<file path="src/rtl/cordic_pkg.sv">
// Shared constants for the vectoring CORDIC pipeline: arctangent table,
// gain-compensation constant and angle helpers (binary-angle format).
package cordic_pkg;

  // atan(2^-k) for a 16-bit binary angle (value / 2^15 * pi)
  localparam int ATAN_TABLE [0:15] = '{
    8192, 4836, 2555, 1297, 651, 326, 163, 81,
    41,   20,   10,   5,    3,   1,   1,   0
  };

  // 1/1.64676 in Q1.15
  localparam int CORDIC_GAIN_Q15 = 19898;

  function automatic int ang_90(input int unsigned ang_w);
    return 1 << (ang_w - 2);
  endfunction

  function automatic int atan_val(input int unsigned k, input int unsigned ang_w);
    return ATAN_TABLE[k] >>> (16 - ang_w);
  endfunction

endpackage

</file>
<file path="src/rtl/cordic_vec_stage.sv">
// One registered vectoring micro-rotation; DATA_W here is the internal
// (already guard-extended) datapath width. Valid and tag ride along.
module cordic_vec_stage
  import cordic_pkg::*;
#(
  parameter int unsigned SHIFT  = 0,
  parameter int unsigned DATA_W = 14,
  parameter int unsigned ANG_W  = 16,
  parameter int unsigned TAG_W  = 4
) (
  input  logic                     clk,
  input  logic                     rstn,
  input  logic                     valid_i,
  input  logic signed [DATA_W-1:0] x_i,
  input  logic signed [DATA_W-1:0] y_i,
  input  logic signed [ANG_W-1:0]  z_i,
  input  logic        [TAG_W-1:0]  tag_i,
  output logic                     valid_o,
  output logic signed [DATA_W-1:0] x_o,
  output logic signed [DATA_W-1:0] y_o,
  output logic signed [ANG_W-1:0]  z_o,
  output logic        [TAG_W-1:0]  tag_o
);

  localparam logic signed [ANG_W-1:0] ATAN = ANG_W'(atan_val(SHIFT, ANG_W));

  logic                     valid_q;
  logic signed [DATA_W-1:0] x_d, x_q, y_d, y_q;
  logic signed [ANG_W-1:0]  z_d, z_q;
  logic        [TAG_W-1:0]  tag_q;

  // Drive y toward zero; both shifts use the pre-update operands.
  always_comb begin
    x_d = x_i;
    y_d = y_i;
    z_d = z_i;
    if (!y_i[DATA_W-1]) begin
      x_d = x_i + (y_i >>> SHIFT);
      y_d = y_i - (x_i >>> SHIFT);
      z_d = z_i + ATAN;
    end else begin
      x_d = x_i - (y_i >>> SHIFT);
      y_d = y_i + (x_i >>> SHIFT);
      z_d = z_i - ATAN;
    end
  end

  always_ff @(posedge clk or negedge rstn) begin
    if (!rstn) begin
      valid_q <= 1'b0;
      x_q     <= '0;
      y_q     <= '0;
      z_q     <= '0;
      tag_q   <= '0;
    end else begin
      valid_q <= valid_i;
      x_q     <= x_d;
      y_q     <= y_d;
      z_q     <= z_d;
      tag_q   <= tag_i;
    end
  end

  assign valid_o = valid_q;
  assign x_o     = x_q;
  assign y_o     = y_q;
  assign z_o     = z_q;
  assign tag_o   = tag_q;

endmodule

</file>
<file path="src/rtl/cordic_vectoring_pipe.sv">
// Fully pipelined four-quadrant vectoring CORDIC: magnitude and atan2 after
// ITER+2 cycles. Define CORDIC_GAIN_COMP_EN to scale mag_o by 1/gain.
module cordic_vectoring_pipe
  import cordic_pkg::*;
#(
  parameter int unsigned DATA_W = 12,
  parameter int unsigned ITER   = 8,
  parameter int unsigned ANG_W  = 16,
  parameter int unsigned TAG_W  = 4
) (
  input  logic                     clk,
  input  logic                     rstn,
  input  logic                     valid_i,
  input  logic signed [DATA_W-1:0] x_i,
  input  logic signed [DATA_W-1:0] y_i,
  input  logic        [TAG_W-1:0]  tag_i,
  output logic                     valid_o,
  output logic        [DATA_W+1:0] mag_o,
  output logic signed [ANG_W-1:0]  ang_o,
  output logic        [TAG_W-1:0]  tag_o
);

  localparam int unsigned XW = DATA_W + 2;
  localparam logic signed [ANG_W-1:0] ANG90 = ANG_W'(ang_90(ANG_W));

  logic signed [XW-1:0]    xe, ye;
  logic signed [XW-1:0]    x0_d, x0_q, y0_d, y0_q;
  logic signed [ANG_W-1:0] z0_d, z0_q;
  logic                    v0_q;
  logic        [TAG_W-1:0] t0_q;

  logic                    vs [0:ITER];
  logic signed [XW-1:0]    xs [0:ITER];
  logic signed [XW-1:0]    ys [0:ITER];
  logic signed [ANG_W-1:0] zs [0:ITER];
  logic        [TAG_W-1:0] ts [0:ITER];

  logic                    valid_q;
  logic        [XW-1:0]    mag_d, mag_q;
  logic signed [ANG_W-1:0] ang_q;
  logic        [TAG_W-1:0] tag_q;

  assign xe = XW'(x_i);
  assign ye = XW'(y_i);

  // Fold the left half-plane into x >= 0 with a +/-90 degree rotation.
  always_comb begin
    x0_d = xe;
    y0_d = ye;
    z0_d = '0;
    if (xe[XW-1]) begin
      if (!ye[XW-1]) begin
        x0_d = ye;
        y0_d = -xe;
        z0_d = ANG90;
      end else begin
        x0_d = -ye;
        y0_d = xe;
        z0_d = -ANG90;
      end
    end
  end

  always_ff @(posedge clk or negedge rstn) begin
    if (!rstn) begin
      v0_q <= 1'b0;
      x0_q <= '0;
      y0_q <= '0;
      z0_q <= '0;
      t0_q <= '0;
    end else begin
      v0_q <= valid_i;
      x0_q <= x0_d;
      y0_q <= y0_d;
      z0_q <= z0_d;
      t0_q <= tag_i;
    end
  end

  assign vs[0] = v0_q;
  assign xs[0] = x0_q;
  assign ys[0] = y0_q;
  assign zs[0] = z0_q;
  assign ts[0] = t0_q;

  for (genvar k = 0; k < ITER; k++) begin : g_stage
    cordic_vec_stage #(
      .SHIFT (k),
      .DATA_W(XW),
      .ANG_W (ANG_W),
      .TAG_W (TAG_W)
    ) u_stage (
      .clk    (clk),
      .rstn   (rstn),
      .valid_i(vs[k]),
      .x_i    (xs[k]),
      .y_i    (ys[k]),
      .z_i    (zs[k]),
      .tag_i  (ts[k]),
      .valid_o(vs[k+1]),
      .x_o    (xs[k+1]),
      .y_o    (ys[k+1]),
      .z_o    (zs[k+1]),
      .tag_o  (ts[k+1])
    );
  end

  // Residual y is not needed once the vector sits on the x axis.
  logic unused_y_final;
  assign unused_y_final = ^ys[ITER];

`ifdef CORDIC_GAIN_COMP_EN
  logic signed [XW+16:0] prod;
  always_comb begin
    prod  = (XW+17)'(xs[ITER]) * (XW+17)'(CORDIC_GAIN_Q15);
    mag_d = XW'(prod >>> 15);
  end
`else
  always_comb begin
    mag_d = xs[ITER];
  end
`endif

  always_ff @(posedge clk or negedge rstn) begin
    if (!rstn) begin
      valid_q <= 1'b0;
      mag_q   <= '0;
      ang_q   <= '0;
      tag_q   <= '0;
    end else begin
      valid_q <= vs[ITER];
      mag_q   <= mag_d;
      ang_q   <= zs[ITER];
      tag_q   <= ts[ITER];
    end
  end

  assign valid_o = valid_q;
  assign mag_o   = mag_q;
  assign ang_o   = ang_q;
  assign tag_o   = tag_q;

endmodule

</file>
<file path="config.mk">
export PLATFORM = sky130hd
export DESIGN_NAME = cordic_vectoring_pipe
export DESIGN_NICKNAME = d
export VERILOG_FILES = /design/src/rtl/cordic_pkg.sv /design/src/rtl/cordic_vec_stage.sv /design/src/rtl/cordic_vectoring_pipe.sv
export SDC_FILE = /design/constraint.sdc
export NUM_CORES = 1
export LEC_CHECK = 0
export ABC_AREA = 1
export BUFFER_PORTS_ARGS = -buffer_cell sky130_fd_sc_hd__buf_2
export CAP_MARGIN = 0
export CORE_UTILIZATION = 51
export DETAILED_ROUTE_END_ITERATION = 8
export HOLD_SLACK_MARGIN = 0.05
export PLACE_DENSITY = 0.67
export SLEW_MARGIN = 5
export SYNTH_ARGS = -nofsm -noshare
export SYNTH_HDL_FRONTEND = slang
export SYNTH_SLANG_ARGS = --single-unit
</file>
<file path="constraint.sdc">
create_clock -name clk -period 2.53 [get_ports clk]
set_input_delay 0.6325 -clock clk [delete_from_list [all_inputs] [get_ports clk]]
set_output_delay 0.6325 -clock clk [all_outputs]
set_load 0.01 [all_outputs]
</file>
# Word-level counts from Yosys, hierarchy flattened

Index checks and enable logic that the tools add are counted.

$add $sub $neg: 47
$mul: 0
Div/mod/pow operators: 0
Magnitude comparators: 0
Equality and inequality tests: 0
Shift-type cells: 0
Multiplexer cells: 29
Bitwise gates (word level): 0
Reduce and logical (&&, ||, !) cells: 0

Operators with widths:

| cell                   | number |
|---|---|
| $mux 14                | 19 |
| $mux 16                | 10 |
| $add 14x10->14         | 2 |
| $add 14x11->14         | 2 |
| $add 14x12->14         | 2 |
| $add 14x13->14         | 2 |
| $add 14x8->14          | 2 |
| $add 14x9->14          | 2 |
| $neg 12->14            | 2 |
| $sub 14x10->14         | 2 |
| $sub 14x11->14         | 2 |
| $sub 14x12->14         | 2 |
| $sub 14x13->14         | 2 |
| $sub 14x14->14         | 2 |
| $sub 14x8->14          | 2 |
| $sub 14x9->14          | 2 |
| $add 16x10->16 const B | 1 |
| $add 16x11->16 const B | 1 |
| $add 16x12->16 const B | 1 |
| $add 16x13->16 const B | 1 |
| $add 16x14->16 const B | 1 |
| $add 16x15->16 const B | 1 |
| $add 16x8->16 const B  | 1 |
| $add 16x9->16 const B  | 1 |
| other kinds (11)       | 11 |

Flip-flop bits (word level): 462
Latch bits: 0
RAM bits: 0
Bits in read-only memories: 0
Input port bits: 31
Output and inout bits: 35
Memories kept: 0

# Depth between registers and ports, before layout

Word-level depth: 3
Depth in mapped cells: 18
Mapped depth without buffers: 18

# Cells and area by module

A second synthesis with hierarchy kept.

Cells, all modules: 4910
Area, all modules: 35278.8 um^2

Modules (own cells, without submodules):

| module                                | times used | cells an instance | area an instance (um^2) |
|---|---|---|---|
| cordic_vec_stage (g_stage[3].u_stage) | 1          | 611               | 4235.3 |
| cordic_vec_stage (g_stage[2].u_stage) | 1          | 619               | 4221.5 |
| cordic_vec_stage (g_stage[4].u_stage) | 1          | 595               | 4180.3 |
| cordic_vec_stage (g_stage[1].u_stage) | 1          | 582               | 4115.2 |
| cordic_vec_stage (g_stage[5].u_stage) | 1          | 576               | 4025.1 |
| cordic_vec_stage (g_stage[7].u_stage) | 1          | 568               | 4002.6 |
| cordic_vec_stage (g_stage[6].u_stage) | 1          | 550               | 3967.6 |
| cordic_vec_stage (g_stage[0].u_stage) | 1          | 551               | 3925.0 |
| cordic_vectoring_pipe                 | 1          | 258               | 2606.2 |

# Least setup slack after synthesis

No wires, ideal clock.

Path type: register to register
From: register g_stage[5].u_stage.y_q[13]
To: register g_stage[6].u_stage.y_q[12]
Setup time: 124 ps
Arrival: 2209 ps
Required time: 2406 ps
Path slack: 197 ps
Cell stages (with the launch flop): 12
Buffers on the path: 1
Period minus slack after synthesis: 2333 ps
Cell sequence: dfrtp_1 buf_2 xor2_1 a31oi_1 o21bai_1 ha_1 nand2_1 nand2_1 o21bai_1 a21oi_1 nand2_1 xor2_1

Word-level cells in the longest chain between the ends: 1

Ends and longest elaborated chain:

| what                                 | line                   | source |
|---|---|---|
| start, declared                      | cordic_vec_stage.sv:28 | `logic signed [DATA_W-1:0] x_d, x_q, y_d, y_q;` |
| start signal, assigned               | cordic_vec_stage.sv:58 | `y_q <= y_d;` |
| $mux 14                              | cordic_vec_stage.sv:37 | `if (!y_i[DATA_W-1]) begin` |
| named net g_stage[6].u_stage.y_d[12] | cordic_vec_stage.sv:28 |  |
| end signal, assigned                 | cordic_vec_stage.sv:58 |  |
| end, declared                        | cordic_vec_stage.sv:28 |  |

The timed path passes the listed nets, and every way through them passes these cells.

# Final worst setup path

From: register g_stage[2].u_stage.x_q[3]
To: register g_stage[3].u_stage.y_q[13]

Word-level cells in the longest chain between the ends: 2
Elaborated cells between the ends (all ways): 3

Ends and longest elaborated chain:

| what                                             | line                                           | source |
|---|---|---|
| start, declared                                  | cordic_vec_stage.sv:28                         |  |
| start signal, assigned                           | cordic_vec_stage.sv:51                         | `x_q <= '0;` |
| start signal, assigned                           | cordic_vec_stage.sv:57                         | `x_q <= x_d;` |
| $sub 14x11->14 or $add 14x11->14 (tied branches) | cordic_vec_stage.sv:39, cordic_vec_stage.sv:43 |  |
| $mux 14 (*)                                      | cordic_vec_stage.sv:37                         |  |
| named net g_stage[3].u_stage.y_d[13]             | cordic_vec_stage.sv:28                         |  |
| end signal, assigned                             | cordic_vec_stage.sv:58                         |  |
| end, declared                                    | cordic_vec_stage.sv:28                         |  |

Mark *: on every way through the listed nets, which the timed path passes. The rest lies on a longest branch.

==> results.json <==
{
  "netlist_top_cells_area": "dfrtp_1 (36%), ha_1 (14%), nand2_1 (11%), xor2_1 (7.4%), inv_1 (6.5%)",
  "finalHoldViolCount": 0,
  "synthXorXnorAreaFrac": 0.0919,
  "routed_wl_um": 65600,
  "synth_area_um2": 28900,
  "grt.overflow.total": 0,
  "crit_path_max_fanout": 4,
  "cts_buffers": 47,
  "layout_min_cycle_time_ns": 2.43,
  "synthAdderAreaFrac": 0.153,
  "tightest_slew_ns": 0.573,
  "synth_top_family_by_area": "simple AND/OR/NAND/NOR gates",
  "synth.distinct_cells": 47,
  "die_area_um2": 57600,
  "top_level_ports": 66,
  "slowest_delay_ns": 0.41,
  "clock_latency_ns": 0.62,
  "nFillCells": 5077,
  "dpl.hpwl_um": 51700,
  "drive_gt1_frac": 0.108,
  "grt_pass1_vias": 23500,
  "r2r_setup_slack_ns": 0.10,
  "route.detailed.drc": 0,
  "start_kind": "flip-flop",
  "crit_cells": 17,
  "multi_input_area_um2": 17000,
  "cts.clk_slew.worst_paths_ns": 0.06,
  "holdPathEnd": "t0_q[1]$_DFF_PN0_",
  "drtIter0Drc": 1420,
  "post-route-cell-area_um2": 33200,
  "placed_cell_area_um2": 30600,
  "synthMuxAreaShare": 0,
  "drv_slew": 0,
  "antenna_cells": 0,
  "dieWidth_um": 240,
  "yosysWarnings": 0,
  "vias_per_cell": 5.16,
  "rsz0062_at_grt": "yes",
  "cp.buffers_inverters": 3,
  "final-seq-area_um2": 10400,
  "cap_violations": 0,
  "r2r-start": "g_stage[2].u_stage.x_o[3]$_DFF_PN0_",
  "die_y_um": 240,
  "wl_per_cell_um": 14.2,
  "worstHoldStart": "tag_i[1]",
  "clock_sinks": 415,
  "clock_skew_ns": 0.0367,
  "grt_pass1_wl_um": 110000,
  "seq_area_frac_synth": 0.360,
  "reg2regPathDepth": 17,
  "outcome": "finished clean",
  "cp.required_ns": 3.01,
  "critPathTopFamily": "simple AND/OR/NAND/NOR gates",
  "rows": 86,
  "grt_max_degree": 72,
  "first_pass_iters": 5,
  "antenna_found_initial": 0,
  "synth.avg_cell_area_um2": 7.92,
  "area_growth_pct": 15.0,
  "clock_path_buffers": 3,
  "final_common_cell": "nand2_1",
  "finalCritPeriodShare": 0.960,
  "synthDominantCellAreaShare": 0.360,
  "fin_nets": 4213,
  "hold-path-cell-count": 1,
  "yosysTopAreaCell": "dfrtp_1",
  "grt.total_usage": 0.233,
  "setup-violations-final": 0,
  "slowest_stage": "dfrtp_1",
  "critPathCaptureType": "flip-flop",
  "h-tree-depth": 2,
  "cts_root_buf": "clkbuf_16",
  "initial_utilization": 0.520,
  "hp-class": "primary input to flip-flop",
  "syn_inst": 3649,
  "arrival_ns": 2.91,
  "gp_congestion": 0.946,
  "ys_ff_latch": 415,
  "critical_path_class": "flip-flop to flip-flop",
  "via_count": 23900,
  "synth_compound_area_frac": 0.0994,
  "fmax_ghz": 0.412,
  "reg2reg_to": "g_stage[3].u_stage.y_o[13]$_DFF_PN0_",
  "maxSlewHeadroom": 0.614,
  "cts_tree": "yes",
  "path_cells": "inv_2 > ha_4 > nand2_4 > nor2_4 > inv_2 > nor2_2 > a21oi_2 > xor2_1 > ha_1 > nand2_2 > inv_1 > a21oi_2 > nor2_1 > nor2_1 > nand2_1 > nand3_1 > nand2_1",
  "mostFrequentLayoutCells": "nand2_1 (845), inv_1 (479), dfrtp_1 (413), ha_1 (297), nand3_1 (263)",
  "core_area_um2": 55500,
  "portBuffers": 65,
  "drtAntennaViolNets": 0,
  "synthSimpleGateAreaFrac": 0.223
}
-- sequential cells by signal, indices dropped and copies added (netlist names) --
register and cells:
g_stage.u_stage.z_o 103, z0_q 2, v0_q 1, x0_q 14, ang_o 16, y0_q 14
tag_o 4, g_stage.u_stage.x_o 111, t0_q 4, mag_o 14, valid_o 1, g_stage.u_stage.valid_o 8
g_stage.u_stage.y_o 91, g_stage.u_stage.tag_o 32
-- area by class of cell --
class | count | share of cell area
Clock buffer | 57 | 0.0380
Tap cell | 748 | 0.0282
Inverter | 505 | 0.0573
Multi-Input combinational cell | 2693 | 0.511
Clock inverter | 31 | 0.0157
Sequential cell | 415 | 0.313
Timing Repair Buffer | 181 | 0.0375
-- how the worst max path moves through the flow --
stage,startpoint,end
floorplan,g_stage[5].u_stage.y_o[13]$_DFF_PN0_,g_stage[6].u_stage.y_o[12]$_DFF_PN0_
global placement,g_stage[4].u_stage.x_o[6]$_DFF_PN0_,g_stage[5].u_stage.y_o[11]$_DFF_PN0_
detailed placement,g_stage[4].u_stage.x_o[6]$_DFF_PN0_,g_stage[5].u_stage.y_o[11]$_DFF_PN0_
CTS,g_stage[4].u_stage.x_o[6]$_DFF_PN0_,g_stage[5].u_stage.y_o[11]$_DFF_PN0_
global route,g_stage[1].u_stage.y_o[3]$_DFF_PN0_,g_stage[2].u_stage.x_o[13]$_DFF_PN0_
finish,g_stage[2].u_stage.x_o[3]$_DFF_PN0_,g_stage[3].u_stage.y_o[13]$_DFF_PN0_
-- per-stage QoR --
| stage | hold WS (ns) | setup TNS, ns | util | setup slack [ns] | std cells |
|---|---|---|---|---|---|
| floorplan | 0.331 | 0 | - | 0.197 | 3650 |
| global placement | 0.331 | 0 | 0.552 | 0.0279 | 4512 |
| detailed placement | 0.335 | -0.0457 | 0.552 | -0.0383 | 4512 |
| CTS | 0.0768 | 0 | 0.584 | 0.0126 | 4601 |
| global route | 0.0878 | -0.365 | 0.598 | -0.0922 | 4630 |
| finish | 0.115 | 0 | 0.598 | 0.101 | 4630 |
-- timing repair --
action                                 in CTS  in global routing
setup endpoints to repair                   5                 66
resized for setup                           3                170
endpoints found under the hold margin      50                  0
pin swaps                                   0                 60
hold buffers                                1                  0
setup buffers                               0                 29
-- cell families (layout without fill, tap and decap cells) --
logic type / after synthesis / after routing
AO/OA/AOI/OAI: 513 / 513
XOR/XNOR: 303 / 303
buffers and inverters: 542 / 774
other: 2 / 3
flip-flops: 415 / 415
AND/OR/NAND/NOR: 1535 / 1535
adder cells (fa/ha/maj): 339 / 339
-- cell usage after synthesis (all sizes together) --
cell / count
nand2: 858
inv: 504
dfrtp: 415
ha: 316
nor2: 285
nand3: 269
a21oi: 251
xor2: 243
o21ai: 137
xnor2: 60
nand4: 54
o21bai: 39
a21o: 35
nor3: 31
buf: 29
a31oi: 27
fa: 23
nand3b: 20
o31ai: 10
clkbuf: 8
and2: 6
o21a: 6
or2: 5
a21boi: 4
nor2b: 3
nor4: 3
conb: 2
o22ai: 2
a2111o: 1
and3: 1
clkinv: 1
o31a: 1
-- worst register-to-register path, stage by stage (launching register included) --
cell and delay (ns):
dfrtp_1 0.41, inv_2 0.09, ha_4 0.14, nand2_4 0.06, nor2_4 0.12, inv_2 0.07, nor2_2 0.14, a21oi_2 0.07
xor2_1 0.16, ha_1 0.37, nand2_2 0.12, inv_1 0.06, a21oi_2 0.14, nor2_1 0.07, nor2_1 0.13, nand2_1 0.06
nand3_1 0.06, nand2_1 0.05
-- layer usage --
metal | share of wire | global-route usage
met3 | 0.035 | 0.0243
met4 | 0.033 | 0.0840
met1 | 0.42 | 0.278
met2 | 0.51 | 0.429
met5 | 0 | 0
Power is left out: the tool's default activity adds up to more than one toggle a clock period on the data nets, which glitch-free logic cannot reach.
